### config.mk
export PLATFORM = sky130hd
export DESIGN_NAME = sargantana_itag_ctrl
export DESIGN_NICKNAME = d
export VERILOG_FILES = /design/src/rtl/sargantana_itag_ctrl.sv
export SDC_FILE = /design/constraint.sdc
export NUM_CORES = 1
export LEC_CHECK = 0
export ABC_AREA = 0
export CORE_MARGIN = 1
export CORE_UTILIZATION = 41
export DETAILED_ROUTE_END_ITERATION = 6
export PLACE_DENSITY = 0.86
export SLEW_MARGIN = 20
export SYNTH_ARGS = -nofsm -noshare
export SYNTH_HDL_FRONTEND = slang
export SYNTH_SLANG_ARGS = --single-unit
### constraint.sdc
create_clock -name clk_i -period 3 [get_ports clk_i]
set_input_delay 0.6 -clock clk_i [delete_from_list [all_inputs] [get_ports clk_i]]
set_output_delay 0.6 -clock clk_i [all_outputs]
set_load 0.005 [all_outputs]
### src/rtl/sargantana_itag_ctrl.sv
// Icache tag-array controller: fetch lookups, refill tag writes with
// victim selection, and whole-cache flush forwarding to the tag SRAM.
module sargantana_itag_ctrl #(
    parameter int N_WAY = 4,
    parameter int TAG_W = 20,
    parameter int IDX_W = 6
) (
    input  logic                   clk_i,
    input  logic                   rstn_i,
    input  logic                   flush_i,
    input  logic                   lkp_valid_i,
    output logic                   lkp_ready_o,
    input  logic [IDX_W-1:0]       lkp_idx_i,
    input  logic [TAG_W-1:0]       lkp_tag_i,
    output logic                   resp_valid_o,
    output logic                   resp_hit_o,
    output logic [N_WAY-1:0]       resp_way_o,
    output logic                   resp_multi_o,
    input  logic                   rfl_valid_i,
    output logic                   rfl_ready_o,
    input  logic [IDX_W-1:0]       rfl_idx_i,
    input  logic [TAG_W-1:0]       rfl_tag_i,
    output logic [N_WAY-1:0]       rfl_way_o,
    output logic [N_WAY-1:0]       tmem_req_o,
    output logic                   tmem_we_o,
    output logic                   tmem_vbit_o,
    output logic                   tmem_flush_o,
    output logic [TAG_W-1:0]       tmem_data_o,
    output logic [IDX_W-1:0]       tmem_addr_o,
    input  logic [N_WAY*TAG_W-1:0] tmem_tag_i,
    input  logic [N_WAY-1:0]       tmem_vbit_i
);

    localparam int PTR_W = (N_WAY > 1) ? $clog2(N_WAY) : 1;

    typedef enum logic [1:0] {
        IDLE,
        CMP,
        FLUSH
    } state_t;

    state_t             state_q, state_d;
    logic [PTR_W-1:0]   rr_q, rr_d;
    logic               ctx_valid_q, ctx_valid_d;
    logic [IDX_W-1:0]   ctx_idx_q, ctx_idx_d;
    logic [N_WAY-1:0]   ctx_vbit_q, ctx_vbit_d;
    logic [TAG_W-1:0]   lkp_tag_q, lkp_tag_d;
    logic [IDX_W-1:0]   lkp_idx_q, lkp_idx_d;

    logic [N_WAY-1:0]   match;
    logic [N_WAY-1:0]   low_match;
    logic               multi;
    logic [N_WAY-1:0]   free_way;
    logic [N_WAY-1:0]   rr_way;
    logic [PTR_W-1:0]   rr_next;
    logic               use_ctx;
    logic               found_m;
    logic               found_f;

    always_comb begin
        match     = '0;
        low_match = '0;
        free_way  = '0;
        found_m   = 1'b0;
        found_f   = 1'b0;
        for (int w = 0; w < N_WAY; w++) begin
            match[w] = tmem_vbit_i[w] &
                       (tmem_tag_i[w*TAG_W +: TAG_W] == lkp_tag_q);
        end
        for (int w = 0; w < N_WAY; w++) begin
            if (match[w] && !found_m) begin
                low_match[w] = 1'b1;
                found_m      = 1'b1;
            end
            if (!ctx_vbit_q[w] && !found_f) begin
                free_way[w] = 1'b1;
                found_f     = 1'b1;
            end
        end
    end

    // Clearing the lowest set bit leaves something only if >1 bit was set.
    assign multi = |(match & (match - N_WAY'(1)));

    always_comb begin
        rr_way       = '0;
        rr_way[rr_q] = 1'b1;
    end

    assign rr_next = (rr_q == PTR_W'(N_WAY - 1)) ? '0 : rr_q + PTR_W'(1);

    assign use_ctx = ctx_valid_q && (ctx_idx_q == rfl_idx_i) && !(&ctx_vbit_q);

    always_comb begin
        state_d      = state_q;
        rr_d         = rr_q;
        ctx_valid_d  = ctx_valid_q;
        ctx_idx_d    = ctx_idx_q;
        ctx_vbit_d   = ctx_vbit_q;
        lkp_tag_d    = lkp_tag_q;
        lkp_idx_d    = lkp_idx_q;
        lkp_ready_o  = 1'b0;
        rfl_ready_o  = 1'b0;
        resp_valid_o = 1'b0;
        resp_hit_o   = 1'b0;
        resp_way_o   = '0;
        resp_multi_o = 1'b0;
        rfl_way_o    = '0;
        tmem_req_o   = '0;
        tmem_we_o    = 1'b0;
        tmem_vbit_o  = 1'b0;
        tmem_flush_o = 1'b0;
        tmem_data_o  = '0;
        tmem_addr_o  = '0;
        if (rstn_i) begin
            unique case (state_q)
                IDLE: begin
                    if (flush_i) begin
                        tmem_flush_o = 1'b1;
                        ctx_valid_d  = 1'b0;
                        state_d      = FLUSH;
                    end else begin
                        rfl_ready_o = 1'b1;
                        lkp_ready_o = !rfl_valid_i;
                        if (rfl_valid_i) begin
                            rfl_way_o   = use_ctx ? free_way : rr_way;
                            tmem_req_o  = rfl_way_o;
                            tmem_we_o   = 1'b1;
                            tmem_vbit_o = 1'b1;
                            tmem_data_o = rfl_tag_i;
                            tmem_addr_o = rfl_idx_i;
                            ctx_valid_d = 1'b0;
                            if (!use_ctx) begin
                                rr_d = rr_next;
                            end
                        end else if (lkp_valid_i) begin
                            tmem_req_o  = '1;
                            tmem_addr_o = lkp_idx_i;
                            lkp_tag_d   = lkp_tag_i;
                            lkp_idx_d   = lkp_idx_i;
                            state_d     = CMP;
                        end
                    end
                end
                CMP: begin
                    resp_valid_o = 1'b1;
                    if (flush_i) begin
                        tmem_flush_o = 1'b1;
                        ctx_valid_d  = 1'b0;
                        state_d      = FLUSH;
                    end else begin
                        resp_hit_o   = |match;
                        resp_way_o   = low_match;
                        resp_multi_o = multi;
                        state_d      = IDLE;
                        if (!(|match)) begin
                            ctx_idx_d   = lkp_idx_q;
                            ctx_vbit_d  = tmem_vbit_i;
                            ctx_valid_d = 1'b1;
                        end
                    end
                end
                FLUSH: begin
                    if (flush_i) begin
                        tmem_flush_o = 1'b1;
                    end else begin
                        state_d = IDLE;
                    end
                end
                default: state_d = IDLE;
            endcase
        end
    end

    always_ff @(posedge clk_i) begin
        if (!rstn_i) begin
            state_q     <= IDLE;
            rr_q        <= '0;
            ctx_valid_q <= 1'b0;
            ctx_idx_q   <= '0;
            ctx_vbit_q  <= '0;
            lkp_tag_q   <= '0;
            lkp_idx_q   <= '0;
        end else begin
            state_q     <= state_d;
            rr_q        <= rr_d;
            ctx_valid_q <= ctx_valid_d;
            ctx_idx_q   <= ctx_idx_d;
            ctx_vbit_q  <= ctx_vbit_d;
            lkp_tag_q   <= lkp_tag_d;
            lkp_idx_q   <= lkp_idx_d;
        end
    end

endmodule

==> metrics.cfg <==
[timing]
tightest_slew_ns=0.339
fin_crit_sh=0.990
rsz0062_at_grt=true
timing.slew.headroom=0.773
setup_tns_ns=0
slew_viol_final=0
skew_ns=0.00495
max_freq_ghz=0.337
finalCriticalPeriod_ns=2.97
hold_viol=0
finalSetupViolCount=0

[clocking]
cts.sink_count=41
cts.htree.levels=2
tritoncts=built
path_clk_slew_ns=0.08
cts_made_buffers=5
cts_buffer_depth=2
cts.hold.buffers_added=0
clock_latency_ns=0.29
root_buffer=clkbuf_8

[cells_and_area]
layout-drive-gt1-share=0.178
multi_input_area_sq_mm=0.00220
utilization=0.776
areaGrowthSynthToFinish_pct=83.5
nFillCells=502
seqCellArea_sq_um=841
nets=746

[setup_path]
start_kind=primary input
path_max_fanout=3
required_ns=2.40
cp-end-kind=output pin
crit_arrival_ns=2.37
worst-setup-path-type=in -> out

[pwr]
power_leakage_nw=2.40
p_per_area_mw_per_mm2=242
ir_drop_uv=251
p_total_mw=1.36

[placement]
place.gp.congestion=0.946
port_buffers=186
place_hpwl_microns=8900

[run]
maxCapViolations=0

[synth]
synth_area_leaders=dfxtp_1 27%, xnor2_1 19%, nand2_1 10%
synth_top_area_frac=0.269
synth.yosys.warnings=0
synth_cell_types=35
yosysMostFrequentCell=nand2_1
yosysTopAreaCell=dfxtp_1
ys_seq_area_frac=0.269
synthCells=388
synthArstFlopShare=0
syn_nets=533
synth_edf_count=0
syn_area_sq_mm=0.00305
ys_seq_elements=41
ys.flop_type=dfxtp_1
avgSynthCellArea_sq_um=7.86
ys_top_cells_by_count=85 x nand2_1, 65 x xnor2_1, 41 x dfxtp_1

[detailed_routing]
vias=3467
ant_nets=0
routed_wl_microns=11600
firstDrtPassIters=4
routed_via_density=4.94
drc=0
wl_per_cell_microns=16.5
drt_iter0_drc=243

[global_route]
grt_start_max_net_pins=32
grt_use_total=0.285
antenna_found_initial=1
overflow=0
grt_pass1_wl_microns=16600
grt_pass1_vias=3468

[hold_path]
min_path_type=reg -> reg

[floorplan]
die_x_microns=88.2
core_region_area_sq_mm=0.00721
start_util=0.423
die_h_microns=88.2
die_area_sq_mm=0.00779
num_rows=31
pin_count=187

[outcome]
outcome=complete, no violations

flip-flops by register name, indices dropped and copies added (netlist names):
| signal | cells |
|---|---|
| ctx_idx_q | 6 |
| ctx_valid_q | 1 |
| ctx_vbit_q | 4 |
| lkp_idx_q | 6 |
| lkp_tag_q | 20 |
| rr_q | 2 |
| state_q | 2 |
what timing repair did:
action | in CTS | in global routing
gates cloned | 0 | 0
resized for setup | 85 | 73
endpoints found under the setup margin | 40 | 12
setup buffers | 5 | 4
pin swaps | 47 | 62
layout by cell type (no fill, tap or decap), drive strengths merged, types with 5 or more instances in the layout:
cell,synthesis,routed
a21boi,20,20
and2,22,22
buf,25,59
clkbuf,10,7
clkdlybuf4s15,0,17
clkdlybuf4s50,0,110
dfxtp,41,41
dlygate4sd2,0,27
dlymetal6s2s,0,27
inv,5,5
mux2i,15,15
nand2,85,85
nand4,19,19
nor2,10,10
nor2b,5,5
nor4,9,9
o21ai,11,11
xnor2,65,65
xor2,21,21
per-stage QoR:
stage	setup WS (ns)	area (sq um)	hold slack (ns)	instances
floorplan	0.605	3050	0.441	388
global placement	-0.726	5240	0.450	686
detailed placement	-0.811	5240	0.456	686
CTS	0.000445	5380	0.469	698
global route	-0.188	5600	0.491	702
finish	0.0303	5600	0.464	702
where the power goes:
part	internal [mW]	total [mW]	switching [mW]	leakage [nW]
clock	0.162	0.357	0.196	0.0450
sequential	0.556	0.575	0.0188	0.338
combinational	0.273	0.424	0.151	2.02
worst max-delay path, cell delays in order:
cell and delay [ns]:
clkdlybuf4s50_1 0.43, xor2_1 0.17, nor4_1 0.28, buf_4 0.18, nand4_4 0.12, o21ai_1 0.15
nand2_1 0.08, a221oi_2 0.21, buf_2 0.15
cells by family (layout without fill, tap and decap cells):
group / after synthesis / in the layout / share of synthesized area
and+or+nand+nor: 165 / 165 / 0.269
xor gates and xnor gates: 86 / 86 / 0.247
DFF: 41 / 41 / 0.269
buffers and inverters: 41 / 255 / 0.0689
AOI/OAI and AO/OA: 36 / 36 / 0.0804
muxes: 15 / 15 / 0.0492
adders and majority gates: 4 / 4 / 0.0164
other: 0 / 1 / 0
final cells by class:
class                   instances  share of cell area
inverters                       6             0.00470
clock inverters                 2             0.00179
well taps                      99              0.0221
multi-input cells             306               0.393
flip-flops and latches         41               0.150
repair buffers                241               0.415
diodes                          1            0.000447
clock buffers                   6              0.0130
metal layers:
| layer | global-route usage | vias to the layer above | wire [microns] |
|---|---|---|---|
| met5 | 0 | - | 0 |
| met4 | 0.132 | 0 | 390 |
| met3 | 0.0765 | 35 | 803 |
| met2 | 0.508 | 134 | 5930 |
| met1 | 0.315 | 1607 | 4450 |
| li1 | - | 1691 | - |
path summary, 6_finish.rpt:
| check | start | to | slack [ns] | cells after the start |
|---|---|---|---|---|
| setup / recovery | tmem_tag_i[18] | resp_multi_o | 0.03 | 9 |
| hold / removal | lkp_idx_q[0] | ctx_idx_q[0] | 0.46 | 2 |
| setup reg to reg | lkp_tag_q[1] | ctx_vbit_q[0] | 0.68 | 12 |
| hold reg to reg | lkp_idx_q[0] | ctx_idx_q[0] | 0.46 | 2 |
(Power assumes the default switching activity.)
